===== config.mk =====
export PLATFORM = sky130hd
export DESIGN_NAME = rx_da_filter
export DESIGN_NICKNAME = d
export VERILOG_FILES = /design/src/rtl/rx_da_filter.sv
export SDC_FILE = /design/constraint.sdc
export NUM_CORES = 1
export LEC_CHECK = 0
export ABC_AREA = 1
export BUFFER_PORTS_ARGS = -buffer_cell sky130_fd_sc_hd__buf_2
export CAP_MARGIN = 20
export CORE_MARGIN = 3
export CORE_UTILIZATION = 49
export CTS_CLUSTER_SIZE = 12
export DETAILED_ROUTE_END_ITERATION = 10
export GPL_ROUTABILITY_DRIVEN = 0
export MAX_ROUTING_LAYER = met4
export PLACE_DENSITY = 0.82
export SLEW_MARGIN = 20
export SYNTH_ARGS = -nofsm -noshare
export SYNTH_HDL_FRONTEND = slang
export SYNTH_SLANG_ARGS = --single-unit
export TNS_END_PERCENT = 100

===== constraint.sdc =====
create_clock -name clk -period 1.5 [get_ports clk]
set_input_delay 0.3 -clock clk [delete_from_list [all_inputs] [get_ports clk]]
set_output_delay 0.3 -clock clk [all_outputs]
set_load 0.005 [all_outputs]

===== src/rtl/rx_da_filter.sv =====
// Receive destination-address filter: compares a streamed 48-bit DA against the
// station address and issues a single accept/reject pulse per frame.
module rx_da_filter #(
    parameter int unsigned DW    = 4,
    parameter int unsigned BEATS = 48 / DW,
    parameter int unsigned CW    = 4
) (
    input  logic          clk,
    input  logic          rst,
    input  logic          I_en_ck,
    input  logic [DW-1:0] I_da_hf,
    input  logic [47:0]   I_mac_addr,
    input  logic          I_promisc,
    input  logic          I_bc_en,
    input  logic          I_mc_en,
    output logic          O_da_ok,
    output logic          O_da_err,
    output logic [1:0]    O_da_type,
    output logic          O_busy
);

    typedef enum logic [1:0] {
        ST_IDLE = 2'b00,
        ST_CMP  = 2'b01,
        ST_DONE = 2'b10
    } state_t;

    localparam logic [1:0]    TYPE_UC   = 2'b00;
    localparam logic [1:0]    TYPE_MC   = 2'b01;
    localparam logic [1:0]    TYPE_BC   = 2'b10;
    localparam logic [1:0]    TYPE_TRUN = 2'b11;
    localparam logic [DW-1:0] ALL_ONES  = {DW{1'b1}};
    localparam logic [CW-1:0] LAST_BEAT = CW'(BEATS - 1);

    // Reorders the address so beat i sits at bits [i*DW +: DW] (octet 0 lowest).
    function automatic logic [47:0] wire_order(input logic [47:0] addr);
        logic [47:0] v;
        v = 48'h0;
        for (int k = 0; k < 6; k++) begin
            v[8*k +: 8] = addr[47-8*k -: 8];
        end
        return v;
    endfunction

    state_t        state_r, state_next_s;
    logic [CW-1:0] cnt_r, cnt_next_s;
    logic          uc_r, uc_next_s, bc_r, bc_next_s, ig_r, ig_next_s;
    logic          promisc_r, promisc_next_s, bc_en_r, bc_en_next_s, mc_en_r, mc_en_next_s;
    logic [47:0]   stream_r, stream_next_s;
    logic          ok_r, ok_next_s, err_r, err_next_s, busy_r, busy_next_s;
    logic [1:0]    type_r, type_next_s;
    logic [47:0]   wire_mac_s, shifted_s;
    logic [DW-1:0] exp_s;
    logic          uc_fin_s, bc_fin_s, accept_s;

    // Next-state, match accumulation and decision logic.
    always_comb begin
        state_next_s   = state_r;
        cnt_next_s     = cnt_r;
        uc_next_s      = uc_r;
        bc_next_s      = bc_r;
        ig_next_s      = ig_r;
        promisc_next_s = promisc_r;
        bc_en_next_s   = bc_en_r;
        mc_en_next_s   = mc_en_r;
        stream_next_s  = stream_r;
        ok_next_s      = 1'b0;
        err_next_s     = 1'b0;
        type_next_s    = type_r;
        accept_s       = 1'b0;
        wire_mac_s     = wire_order(I_mac_addr);
        shifted_s      = stream_r >> (32'(cnt_r) * DW);
        exp_s          = shifted_s[DW-1:0];
        uc_fin_s       = uc_r & (I_da_hf == exp_s);
        bc_fin_s       = bc_r & (I_da_hf == ALL_ONES);
        case (state_r)
            ST_IDLE: begin
                if (I_en_ck) begin
                    state_next_s   = ST_CMP;
                    cnt_next_s     = CW'(1);
                    uc_next_s      = (I_da_hf == wire_mac_s[DW-1:0]);
                    bc_next_s      = (I_da_hf == ALL_ONES);
                    ig_next_s      = I_da_hf[0];
                    promisc_next_s = I_promisc;
                    bc_en_next_s   = I_bc_en;
                    mc_en_next_s   = I_mc_en;
                    stream_next_s  = wire_mac_s;
                end else begin
                    state_next_s = ST_IDLE;
                end
            end
            ST_CMP: begin
                if (I_en_ck) begin
                    uc_next_s  = uc_fin_s;
                    bc_next_s  = bc_fin_s;
                    cnt_next_s = cnt_r + CW'(1);
                    if (cnt_r == LAST_BEAT) begin
                        // Broadcast outranks multicast, which outranks unicast.
                        if (bc_fin_s) begin
                            type_next_s = TYPE_BC;
                            accept_s    = bc_en_r | promisc_r;
                        end else if (ig_r) begin
                            type_next_s = TYPE_MC;
                            accept_s    = mc_en_r | promisc_r;
                        end else begin
                            type_next_s = TYPE_UC;
                            accept_s    = uc_fin_s | promisc_r;
                        end
                        ok_next_s    = accept_s;
                        err_next_s   = ~accept_s;
                        state_next_s = ST_DONE;
                    end else begin
                        state_next_s = ST_CMP;
                    end
                end else begin
                    err_next_s   = 1'b1;
                    type_next_s  = TYPE_TRUN;
                    state_next_s = ST_IDLE;
                end
            end
            ST_DONE: begin
                if (I_en_ck) begin
                    state_next_s = ST_DONE;
                end else begin
                    state_next_s = ST_IDLE;
                end
            end
            default: begin
                state_next_s = ST_IDLE;
            end
        endcase
        busy_next_s = (state_next_s == ST_CMP);
    end

    // State, frame context and output registers.
    always_ff @(posedge clk or negedge rst) begin
        if (!rst) begin
            state_r   <= ST_IDLE;
            cnt_r     <= '0;
            uc_r      <= 1'b0;
            bc_r      <= 1'b0;
            ig_r      <= 1'b0;
            promisc_r <= 1'b0;
            bc_en_r   <= 1'b0;
            mc_en_r   <= 1'b0;
            stream_r  <= 48'h0;
            ok_r      <= 1'b0;
            err_r     <= 1'b0;
            type_r    <= 2'b00;
            busy_r    <= 1'b0;
        end else begin
            state_r   <= state_next_s;
            cnt_r     <= cnt_next_s;
            uc_r      <= uc_next_s;
            bc_r      <= bc_next_s;
            ig_r      <= ig_next_s;
            promisc_r <= promisc_next_s;
            bc_en_r   <= bc_en_next_s;
            mc_en_r   <= mc_en_next_s;
            stream_r  <= stream_next_s;
            ok_r      <= ok_next_s;
            err_r     <= err_next_s;
            type_r    <= type_next_s;
            busy_r    <= busy_next_s;
        end
    end

    assign O_da_ok   = ok_r;
    assign O_da_err  = err_r;
    assign O_da_type = type_r;
    assign O_busy    = busy_r;

endmodule


==> flow_summary.toml, run 1 <==
[sta]
skew_ns = 0.00598
fin_hold_ws_ns = 0.160
slew_headroom_pct = 70.1
tightest_slew_ns = 0.437
fmax_mhz = 562
setup_violations = 8
drv_slew = 0
fin_crit_ns = 1.78
fin_crit_sh_pct = 119
hold_viol = 0
rsz0062_at_grt = "true"
setup_ws_ns = -0.279
fin_tns_setup_ns = -1.18

[worst_hold_path]
hold_path_class = "input port to register"

[floorplanning]
rows = 28
start_util_pct = 52.0
ios = 63
die_h_um = 86.2
design.core.area_mm2 = 0.00606
die_area_mm2 = 0.00743
dieWidth_um = 86.2

[routing]
wl_per_cell_um = 12.8
dr_total_vias = 2850
firstDrtPassIters = 4
wl_um = 7280
drt_iter0_markers = 197
vias_per_cell = 5.03
ant_nets = 0
post-route-drc-count = 0

[final_layout]
antenna_cells = 0
nets = 546
area_growth_pct = 23.2
layout-drive-gt1-share_pct = 23.4
finish.utilization_pct = 64.1

[logic_synthesis]
synth_area_leaders = "dfrtp_1 52%, nand2_1 18%, o21ai_0 6.0%"
synth_fa_ha_area_share_pct = 0.397
ys_ff_latch = 65
synth_cell_types = 25
syn_nets = 472
ys_seq_area_share_pct = 51.6
synth-simple-area-share_pct = 27.6
synth_cells = 413
synthFlopType = "dfrtp_1"
synth-compound-area-share_pct = 9.92
yosys-top-cells-count = "149 x nand2_1, 65 x dfrtp_1, 45 x inv_1, 38 x o21ai_0, 34 x nor2_1"
synth_edf_count = 0
muxShareOfSynthArea_pct = 0
synth_top_family_by_area = "simple AND/OR/NAND/NOR gates"
avgSynthCellArea_um2 = 7.63
synth_most_common_cell = "nand2_1"
synth.top_cell.area_share_pct = 51.6
synth_xor_area_share_pct = 0.834
synth_top_area_cell = "dfrtp_1"
synthesis.area_mm2 = 0.00315
ys.warnings.count = 0
async_reset_ff_share_pct = 100

[global_routing]
grt_pass1_wl_um = 12400
grt.overflow.total = 0
gr-usage-met1_pct = 26.2
met2_usage_pct = 34.1
grt_use_met3_pct = 5.80
grt.total_usage_pct = 21.5
grt_max_degree = 66
antenna_found_initial = 0
gr-max-usage-layer = "met2"
grt_pass1_vias = 2831

[critical_path]
worstPathRequired_ns = 1.72
crit_fanout = 8
path_class = "register to register"
end_kind = "register"
critPathLaunchType = "register"
crit_arrival_ns = 2.00

[job]
maxCapViolations = 0

[placement]
dp_hpwl_um = 5170
port_buffers = 62

[power]
leakagePower_uw = 0.00207
ir_worst_vdd_v = 0.000810
powerDensity_mw_per_mm2 = 1310

[clocking]
clk_pin_slew_ns = 0.07
cts.htree.levels = 3
cts_tree = "done"
cts_sinks = 65
cts-buffers-inserted = 9
clockBufferDepth = 2
root_buffer = "clkbuf_8"
clock_latency_ns = 0.34

[outcome]
status = "finished with violations"
violations = "setup timing"
-- repair_timing --
action	CTS	global route
gates cloned	1	0
pin swaps	4	6
setup buffers	1	2
hold buffers	1	0
hold endpoints to repair	65	0
endpoints found under the setup margin	5	9
gates resized for setup	10	15
-- layout by cell type (no fill, tap or decap), types with 2 or more instances in the layout --
cell type  Yosys  layout
nand2_1      149     148
nor2_4         1       4
inv_2          3       4
nor2_1        34      27
clkbuf_8       0      10
nor2_2         1       5
clkinv_2       0       2
clkbuf_1       4       3
o21ai_1        6       6
buf_6          4       3
inv_1         45      44
buf_4          1      12
dfrtp_1       65      64
a21oi_1        8       7
buf_2         10      63
o22ai_1        3       3
xor2_1         3       3
o21ai_0       38      38
nand4_1        3       3
nand3_1       28      24
nand3_2        0       4
buf_12         0       2
-- where the power goes --
part	internal [uW]	switching, uW
Clock	810	629
Combinational	615	881
Sequential	1990	146
Total	3410	1660
-- cell families (layout without fill, tap and decap cells) --
family,after synthesis,count (layout)
buf+inv,68,147
compound gates,59,59
xor+xnor,3,3
fa+ha+maj,1,1
flops,65,65
simple gates,217,217
-- worst max-delay path: stages (launching register included) --
cell     delay, ns
dfrtp_2       0.48
buf_6         0.15
buf_8         0.13
nor2_4        0.09
nor2_1        0.04
nand2_1       0.07
nand3_1       0.08
nand3_2       0.09
nand2_1       0.05
nand2_1       0.05
nand2_1       0.06
nor2_2        0.09
nand4_1       0.12
nand2_1       0.11
a21oi_2       0.05
-- flip-flops by register name, summed over array words and instances (netlist names) --
register	count
O_da_err	1
stream_r	48
uc_r	1
ig_r	1
mc_en_r	1
O_busy	1
O_da_type	2
promisc_r	1
cnt_r	4
bc_en_r	1
state_r	2
bc_r	1
O_da_ok	1
-- area by class of cell --
type,count,area [um^2]
fillers,554,2180
multi-input cells,280,1280
well taps,75,93.8
repair buffers,82,504
inverters,49,189
clock buffers,13,149
clock inverters,3,40.0
flip-flops and latches,65,1630
-- final timing paths --
kind	start	endpoint	slack, ns	cells past startpoint
max	cnt_r[0]	O_da_err	-0.28	14
min	I_mac_addr[12]	stream_r[36]	0.16	3
max reg2reg	cnt_r[0]	O_da_err	-0.28	14
min reg2reg	mc_en_r	mc_en_r	0.48	2
max in group asynchronous	rst	cnt_r[0]	0.70	3
min in group asynchronous	rst	stream_r[17]	0.50	3
-- layer usage --
metal / part of all wire, % / vias to the layer above
li1: - / 1436
met1: 43 / 1325
met2: 49 / 76
met3: 5.9 / 13
met4: 1.9 / 0
met5: 0 / -
-- per-stage QoR --
step	setup slack, ns	area, um^2	total power (uW)	std cells
after floorplan	-0.0214	3150	3080	413
after global placement	-0.130	3580	3420	547
after detailed placement	-0.239	3580	3480	547
after CTS	-0.213	3830	4990	566
after global routing	-0.442	3880	5430	567
final	-0.279	3880	5070	567
(Power assumes the default switching activity.)
==> run 2: changes to the inputs <==
--- a/config.mk
+++ b/config.mk
@@ -9,12 +9,13 @@
 export BUFFER_PORTS_ARGS = -buffer_cell sky130_fd_sc_hd__buf_2
 export CAP_MARGIN = 20
 export CORE_MARGIN = 3
-export CORE_UTILIZATION = 49
+export CORE_UTILIZATION = 40
 export CTS_CLUSTER_SIZE = 12
 export DETAILED_ROUTE_END_ITERATION = 10
 export GPL_ROUTABILITY_DRIVEN = 0
 export MAX_ROUTING_LAYER = met4
-export PLACE_DENSITY = 0.82
+export PLACE_DENSITY = 0.7
+export SETUP_SLACK_MARGIN = 0.5
 export SLEW_MARGIN = 20
 export SYNTH_ARGS = -nofsm -noshare
 export SYNTH_HDL_FRONTEND = slang
==> run 2 against run 1 <==
  * The flow still finishes with violations (setup timing)
  * First-iteration DRC count is 35% higher
  * Flip-flop and latch count stayed put
  * Cell area is 30% higher
  * Worst setup slack worse by 0.14 ns
  * Clock power is 10% higher
  * Clock skew is 0.0050 ns higher
==> flow_summary.toml, run 2 (synthesized netlist as in run 1, its figures left out) <==
[outcome]
status = "finished with violations"
violations = "setup timing"

[clocking]
clockBufferDepth = 2
cts.htree.levels = 3
root_buffer = "clkbuf_8"
clk_pin_slew_ns = 0.07
cts_tree = "done"
cts_sinks = 65
clock_latency_ns = 0.35
cts-buffers-inserted = 9

[sta]
setup_ws_ns = -0.415
hold_viol = 0
rsz0062_at_grt = "true"
drv_slew = 0
fmax_mhz = 522
skew_ns = 0.0110
tightest_slew_ns = 0.456
fin_crit_ns = 1.91
setup_violations = 6
slew_headroom_pct = 68.8
fin_crit_sh_pct = 128

[final_layout]
largest_register_ffs = 48
final_area_mm2 = 0.00506
top_register = "stream_r"
nets = 581
antenna_cells = 0
final_common_cell = "nand2_1"
nFillCells = 561
area_growth_pct = 60.7
top_regs = "stream_r x48, cnt_r x4"
final_cell_count_no_fill = 626
layout-drive-gt1-share_pct = 46.5
final_cell_mix = "91 x nand2_1, 64 x dfrtp_1, 62 x buf_2, 43 x inv_1"
finish.utilization_pct = 68.0

[critical_path]
crit_fanout = 6
reg2regPathDepth = 11
rr_endpoint = "O_da_err"
crit_end = "O_da_err"
crit_arrival_ns = 2.15
critPathLaunch = "cnt_r[0]"
regToRegSetupSlack_ns = -0.41
r2r-start = "cnt_r[0]"
path_class = "register to register"
worstPathRequired_ns = 1.73
end_kind = "register"
critPathLaunchType = "register"

[floorplanning]
die_area_mm2 = 0.00898
rows = 31
ios = 63
start_util_pct = 42.3
design.core.area_mm2 = 0.00745
die_h_um = 94.8
dieWidth_um = 94.8

[placement]
dp_hpwl_um = 5450
post-place-ws_ns = -0.278
place_area_mm2 = 0.00364
port_buffers = 62
dpl.cell_count = 572

[routing]
ant_nets = 0
firstDrtPassIters = 5
drt_iter0_markers = 266
wl_um = 11200
wl_per_cell_um = 17.9
post-route-drc-count = 0
dr_total_vias = 3311
vias_per_cell = 5.29

[global_routing]
grt_max_degree = 66
grt_pass1_wl_um = 17000
antenna_found_initial = 0
grt.overflow.total = 0
grt_pass1_vias = 3453
grt.total_usage_pct = 25.9

[power]
powerDensity_mw_per_mm2 = 1170
total_power_uw = 5930
leakagePower_uw = 0.00259
ir_worst_vdd_v = 0.000597

[worst_hold_path]
hold_path_class = "input port to register"
hold_start = "I_mac_addr[11]"

[job]
maxCapViolations = 0
==> run 2: cell types whose count changed in the layout (fill, tap and decap cells not counted), sizes merged <==
cell / before / now
buf: 81 / 112
inv: 49 / 51
clkinv: 2 / 3
clkbuf: 13 / 14
==> run 2: how the worst min path moves through the flow <==
| stage | end | slack, ns | cells past startpoint |
|---|---|---|---|
| final | stream_r[35] | 0.15 | 3 |
| after global routing | stream_r[35] | 0.15 | 3 |
| after CTS | stream_r[37] | 0.14 | 3 |
| after detailed placement | stream_r[18] | 0.35 | 2 |
| after global placement | stream_r[18] | 0.34 | 2 |
| after floorplan | O_busy | 0.004 | 0 |
==> run 2: per-stage QoR <==
| stage | setup TNS (ns) | hold slack, ns |
|---|---|---|
| 2_1_floorplan | -0.0166 | 0.00441 |
| 3_5_place_dp | -0.797 | 0.345 |
| 6_report | -1.26 | 0.146 |
| 4_1_cts | -0.693 | 0.144 |
| 3_3_place_gp | -0.442 | 0.337 |
| 5_1_grt | -1.82 | 0.146 |
==> run 2: routing by layer <==
metal  share of wire, %  vias to the layer above  routed length (um)  global-route usage (%)
met1                 38                     1589                4240                    28.9
met4                3.6                        0                 405                    13.7
li1                   -                     1521                   -                       -
met5                  0                        -                   0                       -
met2                 52                      159                5830                    43.3
met3                6.3                       42                 703                    5.90
==> run 2: final cells by class <==
type                            count  area (um^2)  share of cell area (%)
Timing Repair inverter              4         85.1                    1.68
Sequential cell                    65         1630                    32.1
Inverter                           49          208                    4.10
Timing Repair Buffer              113         1070                    21.1
Tap cell                           99          124                    2.45
Multi-Input combinational cell    280         1740                    34.4
Clock buffer                       14          173                    3.41
Clock inverter                      2         35.0                   0.692
==> run 2: worst max-delay path: stages, from the launching register on <==
cell,delay [ns]
dfrtp_2,0.46
buf_6,0.15
o21ai_0,0.26
o21ai_2,0.13
nand2_1,0.10
nand2_1,0.06
nand2_1,0.06
nand2_1,0.06
nor2_2,0.15
nand4_1,0.18
nand2_1,0.12
a21oi_1,0.07
==> run 2: report_power, final <==
group	switching [uW]	total, uW	leakage [uW]	internal [uW]
combinational	1260	2180	0.00169	919
sequential	183	2170	0.000800	1990
clock	682	1590	0.000107	903
total	2120	5930	0.00259	3810
==> run 2: repair_timing <==
item	4_1_cts	5_1_grt
pin swaps	20	18
endpoints found under the hold margin	57	0
setup buffers	22	0
endpoints found under the setup margin	70	70
hold buffers	1	0
cloned	15	0
resized for setup	131	63
